File: src/rtl/fc_stream_layer_if.sv
// Stream, weight-load and result signals of the fully-connected classifier head.
// The master drives pixels and weights; the slave (the layer) drives results.
interface fc_stream_layer_if #(
    parameter int IN_LEN   = 16,
    parameter int NUM_OUT  = 4,
    parameter int DATA_W   = 22,
    parameter int WEIGHT_W = 8
);
    localparam int AW = (NUM_OUT * IN_LEN > 1) ? $clog2(NUM_OUT * IN_LEN) : 1;
    localparam int IW = (NUM_OUT > 1) ? $clog2(NUM_OUT) : 1;

    logic                       start_signal;
    logic                       pixel_valid;
    logic signed [DATA_W-1:0]   pixel_in;
    logic                       weight_we;
    logic [AW-1:0]              weight_addr;
    logic signed [WEIGHT_W-1:0] weight_data;
    logic signed [DATA_W-1:0]   result_out;
    logic [IW-1:0]              result_index;
    logic                       result_valid;
    logic                       done_signal;
    logic                       overrun_error;

    modport master (
        output start_signal, pixel_valid, pixel_in, weight_we, weight_addr, weight_data,
        input  result_out, result_index, result_valid, done_signal, overrun_error
    );

    modport slave (
        input  start_signal, pixel_valid, pixel_in, weight_we, weight_addr, weight_data,
        output result_out, result_index, result_valid, done_signal, overrun_error
    );
endinterface

File: src/rtl/fc_stream_layer.sv
// Dense layer: NUM_OUT parallel dot products over one pooled frame, then
// serial emission of the shifted, saturated neuron results.
module fc_stream_layer #(
    parameter int IN_LEN   = 16,
    parameter int NUM_OUT  = 4,
    parameter int DATA_W   = 22,
    parameter int WEIGHT_W = 8,
    parameter int SHIFT    = 0
) (
    input  logic               clk,
    input  logic               rst,
    fc_stream_layer_if.slave   bus
);
    localparam int AW     = (NUM_OUT * IN_LEN > 1) ? $clog2(NUM_OUT * IN_LEN) : 1;
    localparam int IW     = (NUM_OUT > 1) ? $clog2(NUM_OUT) : 1;
    localparam int CNT_W  = (IN_LEN > 1) ? $clog2(IN_LEN) : 1;
    localparam int PROD_W = DATA_W + WEIGHT_W;
    localparam int ACC_W  = PROD_W + $clog2(IN_LEN);

    localparam logic signed [ACC_W-1:0] SAT_MAX = {{(ACC_W-DATA_W+1){1'b0}}, {(DATA_W-1){1'b1}}};
    localparam logic signed [ACC_W-1:0] SAT_MIN = {{(ACC_W-DATA_W+1){1'b1}}, {(DATA_W-1){1'b0}}};

    typedef enum logic [1:0] {IDLE, ACCUM, OUTPUT} state_t;

    state_t                     state_q, state_d;
    logic signed [WEIGHT_W-1:0] weights_q [NUM_OUT][IN_LEN];
    logic signed [WEIGHT_W-1:0] weights_d [NUM_OUT][IN_LEN];
    logic signed [ACC_W-1:0]    acc_q [NUM_OUT];
    logic signed [ACC_W-1:0]    acc_d [NUM_OUT];
    logic [CNT_W-1:0]           in_cnt_q, in_cnt_d;
    logic [IW-1:0]              out_cnt_q, out_cnt_d;
    logic signed [DATA_W-1:0]   result_out_q, result_out_d;
    logic [IW-1:0]              result_index_q, result_index_d;
    logic                       result_valid_q, result_valid_d;
    logic                       done_q, done_d;
    logic                       overrun_q, overrun_d;

    logic                       accept;
    logic [CNT_W-1:0]           in_idx;
    logic signed [PROD_W-1:0]   prod;
    logic signed [ACC_W-1:0]    shifted;

    always_comb begin
        state_d        = state_q;
        weights_d      = weights_q;
        acc_d          = acc_q;
        in_cnt_d       = in_cnt_q;
        out_cnt_d      = out_cnt_q;
        result_out_d   = result_out_q;
        result_index_d = result_index_q;
        result_valid_d = 1'b0;
        done_d         = 1'b0;
        overrun_d      = overrun_q;
        prod           = '0;
        shifted        = '0;

        // A start cycle always accepts its pixel as sample 0, whatever the state.
        accept = bus.pixel_valid && (bus.start_signal || state_q == ACCUM);
        in_idx = bus.start_signal ? '0 : in_cnt_q;

        case (state_q)
            IDLE: begin
                if (bus.weight_we) begin
                    for (int unsigned j = 0; j < NUM_OUT; j++) begin
                        for (int unsigned i = 0; i < IN_LEN; i++) begin
                            if (bus.weight_addr == AW'(j * IN_LEN + i))
                                weights_d[j][i] = bus.weight_data;
                        end
                    end
                end
            end
            OUTPUT: begin
                shifted = acc_q[out_cnt_q] >>> SHIFT;
                if (shifted > SAT_MAX)
                    result_out_d = SAT_MAX[DATA_W-1:0];
                else if (shifted < SAT_MIN)
                    result_out_d = SAT_MIN[DATA_W-1:0];
                else
                    result_out_d = shifted[DATA_W-1:0];
                result_valid_d = 1'b1;
                result_index_d = out_cnt_q;
                if (out_cnt_q == IW'(NUM_OUT - 1)) begin
                    done_d    = 1'b1;
                    out_cnt_d = '0;
                    state_d   = IDLE;
                end else begin
                    out_cnt_d = out_cnt_q + 1'b1;
                end
            end
            default: ;
        endcase

        if (bus.pixel_valid && !accept)
            overrun_d = 1'b1;

        if (bus.start_signal) begin
            for (int unsigned j = 0; j < NUM_OUT; j++)
                acc_d[j] = '0;
            in_cnt_d       = '0;
            out_cnt_d      = '0;
            overrun_d      = 1'b0;
            result_valid_d = 1'b0;
            done_d         = 1'b0;
            state_d        = ACCUM;
        end

        if (accept) begin
            for (int unsigned j = 0; j < NUM_OUT; j++) begin
                prod     = bus.pixel_in * weights_q[j][in_idx];
                acc_d[j] = acc_d[j] + ACC_W'(prod);
            end
            if (in_idx == CNT_W'(IN_LEN - 1)) begin
                in_cnt_d = '0;
                state_d  = OUTPUT;
            end else begin
                in_cnt_d = in_idx + 1'b1;
            end
        end
    end

    always_ff @(posedge clk or negedge rst) begin
        if (!rst) begin
            state_q        <= IDLE;
            weights_q      <= '{default: '0};
            acc_q          <= '{default: '0};
            in_cnt_q       <= '0;
            out_cnt_q      <= '0;
            result_out_q   <= '0;
            result_index_q <= '0;
            result_valid_q <= 1'b0;
            done_q         <= 1'b0;
            overrun_q      <= 1'b0;
        end else begin
            state_q        <= state_d;
            weights_q      <= weights_d;
            acc_q          <= acc_d;
            in_cnt_q       <= in_cnt_d;
            out_cnt_q      <= out_cnt_d;
            result_out_q   <= result_out_d;
            result_index_q <= result_index_d;
            result_valid_q <= result_valid_d;
            done_q         <= done_d;
            overrun_q      <= overrun_d;
        end
    end

    assign bus.result_out    = result_out_q;
    assign bus.result_index  = result_index_q;
    assign bus.result_valid  = result_valid_q;
    assign bus.done_signal   = done_q;
    assign bus.overrun_error = overrun_q;
endmodule

File: src/flat_wrapper.sv
// flat-port wrapper written by rule: the top's interface ports become plain ports
module fc_stream_layer_flat 
#(
    parameter int IN_LEN   = 16,
    parameter int NUM_OUT  = 4,
    parameter int DATA_W   = 22,
    parameter int WEIGHT_W = 8,
    parameter int SHIFT    = 0
)
  (clk, rst, bus_start_signal, bus_pixel_valid, bus_pixel_in, bus_weight_we, bus_weight_addr, bus_weight_data, bus_result_out, bus_result_index, bus_result_valid, bus_done_signal, bus_overrun_error);
  fc_stream_layer_if #(.IN_LEN(IN_LEN), .NUM_OUT(NUM_OUT), .DATA_W(DATA_W), .WEIGHT_W(WEIGHT_W)) bus_i ();
  input  logic clk;
  input  logic rst;
  input wire logic [$bits(bus_i.start_signal)-1:0] bus_start_signal;
  input wire logic [$bits(bus_i.pixel_valid)-1:0] bus_pixel_valid;
  input wire logic [$bits(bus_i.pixel_in)-1:0] bus_pixel_in;
  input wire logic [$bits(bus_i.weight_we)-1:0] bus_weight_we;
  input wire logic [$bits(bus_i.weight_addr)-1:0] bus_weight_addr;
  input wire logic [$bits(bus_i.weight_data)-1:0] bus_weight_data;
  output wire logic [$bits(bus_i.result_out)-1:0] bus_result_out;
  output wire logic [$bits(bus_i.result_index)-1:0] bus_result_index;
  output wire logic [$bits(bus_i.result_valid)-1:0] bus_result_valid;
  output wire logic [$bits(bus_i.done_signal)-1:0] bus_done_signal;
  output wire logic [$bits(bus_i.overrun_error)-1:0] bus_overrun_error;
  assign bus_i.start_signal = bus_start_signal;
  assign bus_i.pixel_valid = bus_pixel_valid;
  assign bus_i.pixel_in = bus_pixel_in;
  assign bus_i.weight_we = bus_weight_we;
  assign bus_i.weight_addr = bus_weight_addr;
  assign bus_i.weight_data = bus_weight_data;
  assign bus_result_out = bus_i.result_out;
  assign bus_result_index = bus_i.result_index;
  assign bus_result_valid = bus_i.result_valid;
  assign bus_done_signal = bus_i.done_signal;
  assign bus_overrun_error = bus_i.overrun_error;
  fc_stream_layer #(.IN_LEN(IN_LEN), .NUM_OUT(NUM_OUT), .DATA_W(DATA_W), .WEIGHT_W(WEIGHT_W), .SHIFT(SHIFT)) u_core (.clk(clk), .rst(rst), .bus(bus_i));
endmodule
File: config.mk
export PLATFORM = sky130hd
export DESIGN_NAME = fc_stream_layer_flat
export DESIGN_NICKNAME = d
export VERILOG_FILES = /design/src/rtl/fc_stream_layer_if.sv /design/src/rtl/fc_stream_layer.sv /design/src/flat_wrapper.sv
export SDC_FILE = /design/constraint.sdc
export NUM_CORES = 2
export LEC_CHECK = 0
export CORE_ASPECT_RATIO = 1.4
export CORE_UTILIZATION = 59
export CTS_CLUSTER_DIAMETER = 50
export DETAILED_ROUTE_END_ITERATION = 10
export PLACE_DENSITY = 0.78
export REMOVE_ABC_BUFFERS = 1
export SLEW_MARGIN = 10
export SYNTH_ARGS = -nofsm -noshare
export SYNTH_HDL_FRONTEND = slang
export SYNTH_SLANG_ARGS = --single-unit
File: constraint.sdc
create_clock -name clk -period 7.05 [get_ports clk]
set_input_delay 1.7625 -clock clk [delete_from_list [all_inputs] [get_ports clk]]
set_output_delay 1.7625 -clock clk [all_outputs]
set_load 0.005 [all_outputs]
==> qor.yml <==
timing:
  final_hold_viol_count: 0
  skew_ps: 50.7
  rsz0062_at_grt: "yes"
  max-slew-margin-rel_pct: 19.9
  report.final.slew_viol_count: 0
  fin_crit_ps: 8050
  worst_slack_ps: -999
  tns_ps: -46460
  setup_viol: 88
  worstMarginPinSlew_ps: 1200
  timing.final.crit_share_pct: 114
  fmax_mhz: 124
worst_setup_path:
  worst_ep_required_time_ps: 7600
  crit_type: "in2reg"
  cp.arrival_ps: 8600
  reg2reg_depth: 27
  slowest_stage: "fa_1"
  cp-end-kind: "register"
  rrSetupSlack_ps: -600
  worst-path-max-fanout: 6
  r2r-end: "u_core.acc_q[65]"
  critical_path.most_common_cell: "fa_1"
  worstReg2RegStart: "u_core.in_cnt_q[1]"
  cpPeakStageDelay_ps: 560
  startpoint_type: "input pin"
global_routing:
  antenna_found_initial: 3
  grt_first_pass_wirelength_um: 280000
  grt_pass1_vias: 50521
  gr-total-overflow: 0
  grt_max_degree: 182
  gr-usage-all-layers_pct: 35.7
drt:
  drtAntennaViolNets: 0
  drc: 0
  route.detailed.wl_per_inst_um: 25.7
  drtIter0Drc: 4295
  wirelength_um: 193000
  vias: 47062
  vias_per_cell: 6.27
  drtPass1Iterations: 8
floorplanning:
  coreArea_um2: 101000
  dieArea_um2: 103000
  core.rowCount: 138
  start_util_pct: 59.5
  die_w_um: 271
  io_pins: 68
  dieHeight_um: 379
clock_tree:
  clockBufferDepth: 3
  cts_hold_buf: 0
  cts_tree: "yes"
  cts.sinks: 683
  clk_latency_ps: 710
  clockRootBuffer: "clkbuf_16"
  path_clk_slew_ps: 70
  cts-buffers-inserted: 79
  htreeDepth: 3
synthesis:
  ys_ff_latch: 683
  yosysUniqueCellTypes: 69
  ys_dominant_reg_cell: "dfrtp_1"
  yosys.area.top_type: "dfrtp_1"
  syn_inst: 5476
  yosysSeqAreaShare_pct: 28.5
  syn-cell-area_um2: 59900
  synth_edf_count: 0
  async_reset_ff_share_pct: 100
  avgSynthCellArea_um2: 10.9
  synth.top_cell.area_share_pct: 28.5
  ys_warn_count: 0
  synthTopCellsByArea: "dfrtp_1 29%, fa_1 25%, mux2_2 9.8%, ha_1 6.2%, and2_1 4.5%"
power:
  max-vdd-ir-drop_mv: 0.377
  pwr_density_cell_nw_per_um2: 408
  p_leak_nw: 36.8
placement:
  dp_slack_ps: -1710
  dpl.hpwl_um: 126000
  numPortBuffers: 67
  place_congestion: 0.950
status:
  status: "finished with violations"
  violations: "setup timing"
layout:
  syn_to_final_growth_pct: 25.0
  final_nets: 7199
  layout-drive-gt1-share_pct: 32.7
hold_path:
  worstHoldPathCells: 1
  hp-start: "u_core.weights_q[188]"
  holdPathEnd: "u_core.weights_q[188]"
  hold_class: "reg2reg"
run:
  drv_cap: 0
==> layer usage <==
layer	vias up	track usage (%)	wire length (um)
met2	2499	61.4	96200
met4	2	30.7	19800
met1	24004	37.9	61800
met3	1006	6.05	15100
met5	-	0	16
li1	19551	-	-
==> worst max-delay path: cells and delay by family <==
family / cells / cell delay [ps]
adder cells (fa/ha/maj): 6 / 2790
AO/OA/AOI/OAI: 10 / 2100
buffers and inverters: 8 / 960
AND/OR/NAND/NOR: 3 / 500
multiplexers: 1 / 220
XOR/XNOR: 1 / 200
==> area by class of cell <==
| type | count | area [um^2] |
|---|---|---|
| tap | 1330 | 1660 |
| antenna | 2 | 5.00 |
| inverter | 438 | 1650 |
| multi-input combinational | 4018 | 43200 |
| clock inverter | 36 | 455 |
| fill | 6057 | 25900 |
| timing repair buffer | 896 | 8560 |
| clock buffer | 108 | 2270 |
| sequential | 683 | 17100 |
==> through the flow <==
step / std cells / utilization (%) / instance area [um^2] / hold WS [ps] / power (mW)
2_1_floorplan: 5137 / - / 58600 / 466 / 15.1
3_3_place_gp: 7209 / 66.5 / 67100 / 480 / 21.4
3_5_place_dp: 7209 / 66.5 / 67100 / 488 / 21.9
4_1_cts: 7444 / 71.9 / 72500 / 502 / 27.9
5_1_grt: 7509 / 74.3 / 74900 / 507 / 32.5
6_report: 7511 / 74.3 / 74900 / 500 / 30.6
==> layout by cell type (no fill, tap or decap), drive strengths merged, types with 97 or more instances in the layout <==
cell	netlist	final
o21ai	220	220
mux2	523	523
dfrtp	683	683
ha	298	298
inv	438	452
mux2i	202	202
a21oi	134	134
clkbuf	281	116
buf	58	831
and2	429	429
fa	744	744
nand2	484	484
nor2	208	209
nor2b	97	97
==> cell usage after synthesis, types with 8 or more instances <==
master,n
fa_1,744
dfrtp_1,683
mux2_2,523
nand2_1,484
inv_1,437
and2_1,429
ha_1,298
clkbuf_1,281
o21ai_0,219
nor2_1,208
mux2i_1,202
a21oi_1,133
nor2b_1,97
xnor2_1,77
a21o_1,52
xor2_1,50
a31oi_1,45
mux4_2,38
nor3_1,38
a211oi_1,34
a221o_1,34
o22ai_1,32
a221oi_1,31
buf_2,29
nand3_1,28
buf_1,26
o22a_1,22
and3_1,18
nand2b_1,17
o21bai_1,16
o21a_1,15
nand4_1,13
or3_1,11
o211ai_1,10
o31ai_1,9
nor4_1,8
==> repair_timing <==
action / CTS / global route
endpoints found under the setup margin: 92 / 93
pin swaps: 186 / 313
cloned: 8 / 7
buffers inserted: 87 / 82
resized for setup: 430 / 377
==> kinds of logic (layout without fill, tap and decap cells) <==
family | after synthesis | after routing | share of synthesized area, %
flops | 683 | 683 | 28.5
simple gates | 1381 | 1382 | 11.5
fa+ha+maj | 1042 | 1042 | 31.1
xor+xnor | 127 | 127 | 1.86
other cells | 0 | 2 | 0
buf+inv | 777 | 1478 | 4.94
mux | 763 | 763 | 14.6
compound gates | 703 | 704 | 7.54
==> power breakdown <==
part	switching [mW]	total [mW]	internal, mW
Clock	1.87	4.36	2.49
Combinational	11.0	21.4	10.4
Sequential	0.480	4.81	4.33
==> how the worst max path moves through the flow <==
stage,start,to,slack [ps],depth (start not counted)
final,bus_start_signal,u_core.acc_q[65],-1000,29
after detailed placement,bus_start_signal,u_core.acc_q[133],-1710,27
after global placement,bus_start_signal,u_core.acc_q[33],-1590,26
after CTS,bus_start_signal,u_core.acc_q[132],-600,31
after global routing,bus_start_signal,u_core.acc_q[65],-1120,29
after floorplan,u_core.in_cnt_q[0],u_core.acc_q[132],-7440,21
==> sequential cells by signal, summed over array words and instances (netlist names), 2 cells and up <==
| signal | count |
|---|---|
| u_core.bus.result_out | 22 |
| u_core.weights_q | 512 |
| u_core.out_cnt_q | 2 |
| u_core.acc_q | 136 |
| u_core.in_cnt_q | 4 |
| u_core.bus.result_index | 2 |
| u_core.state_q | 2 |
No activity file was read; power rests on OpenSTA's default activity.
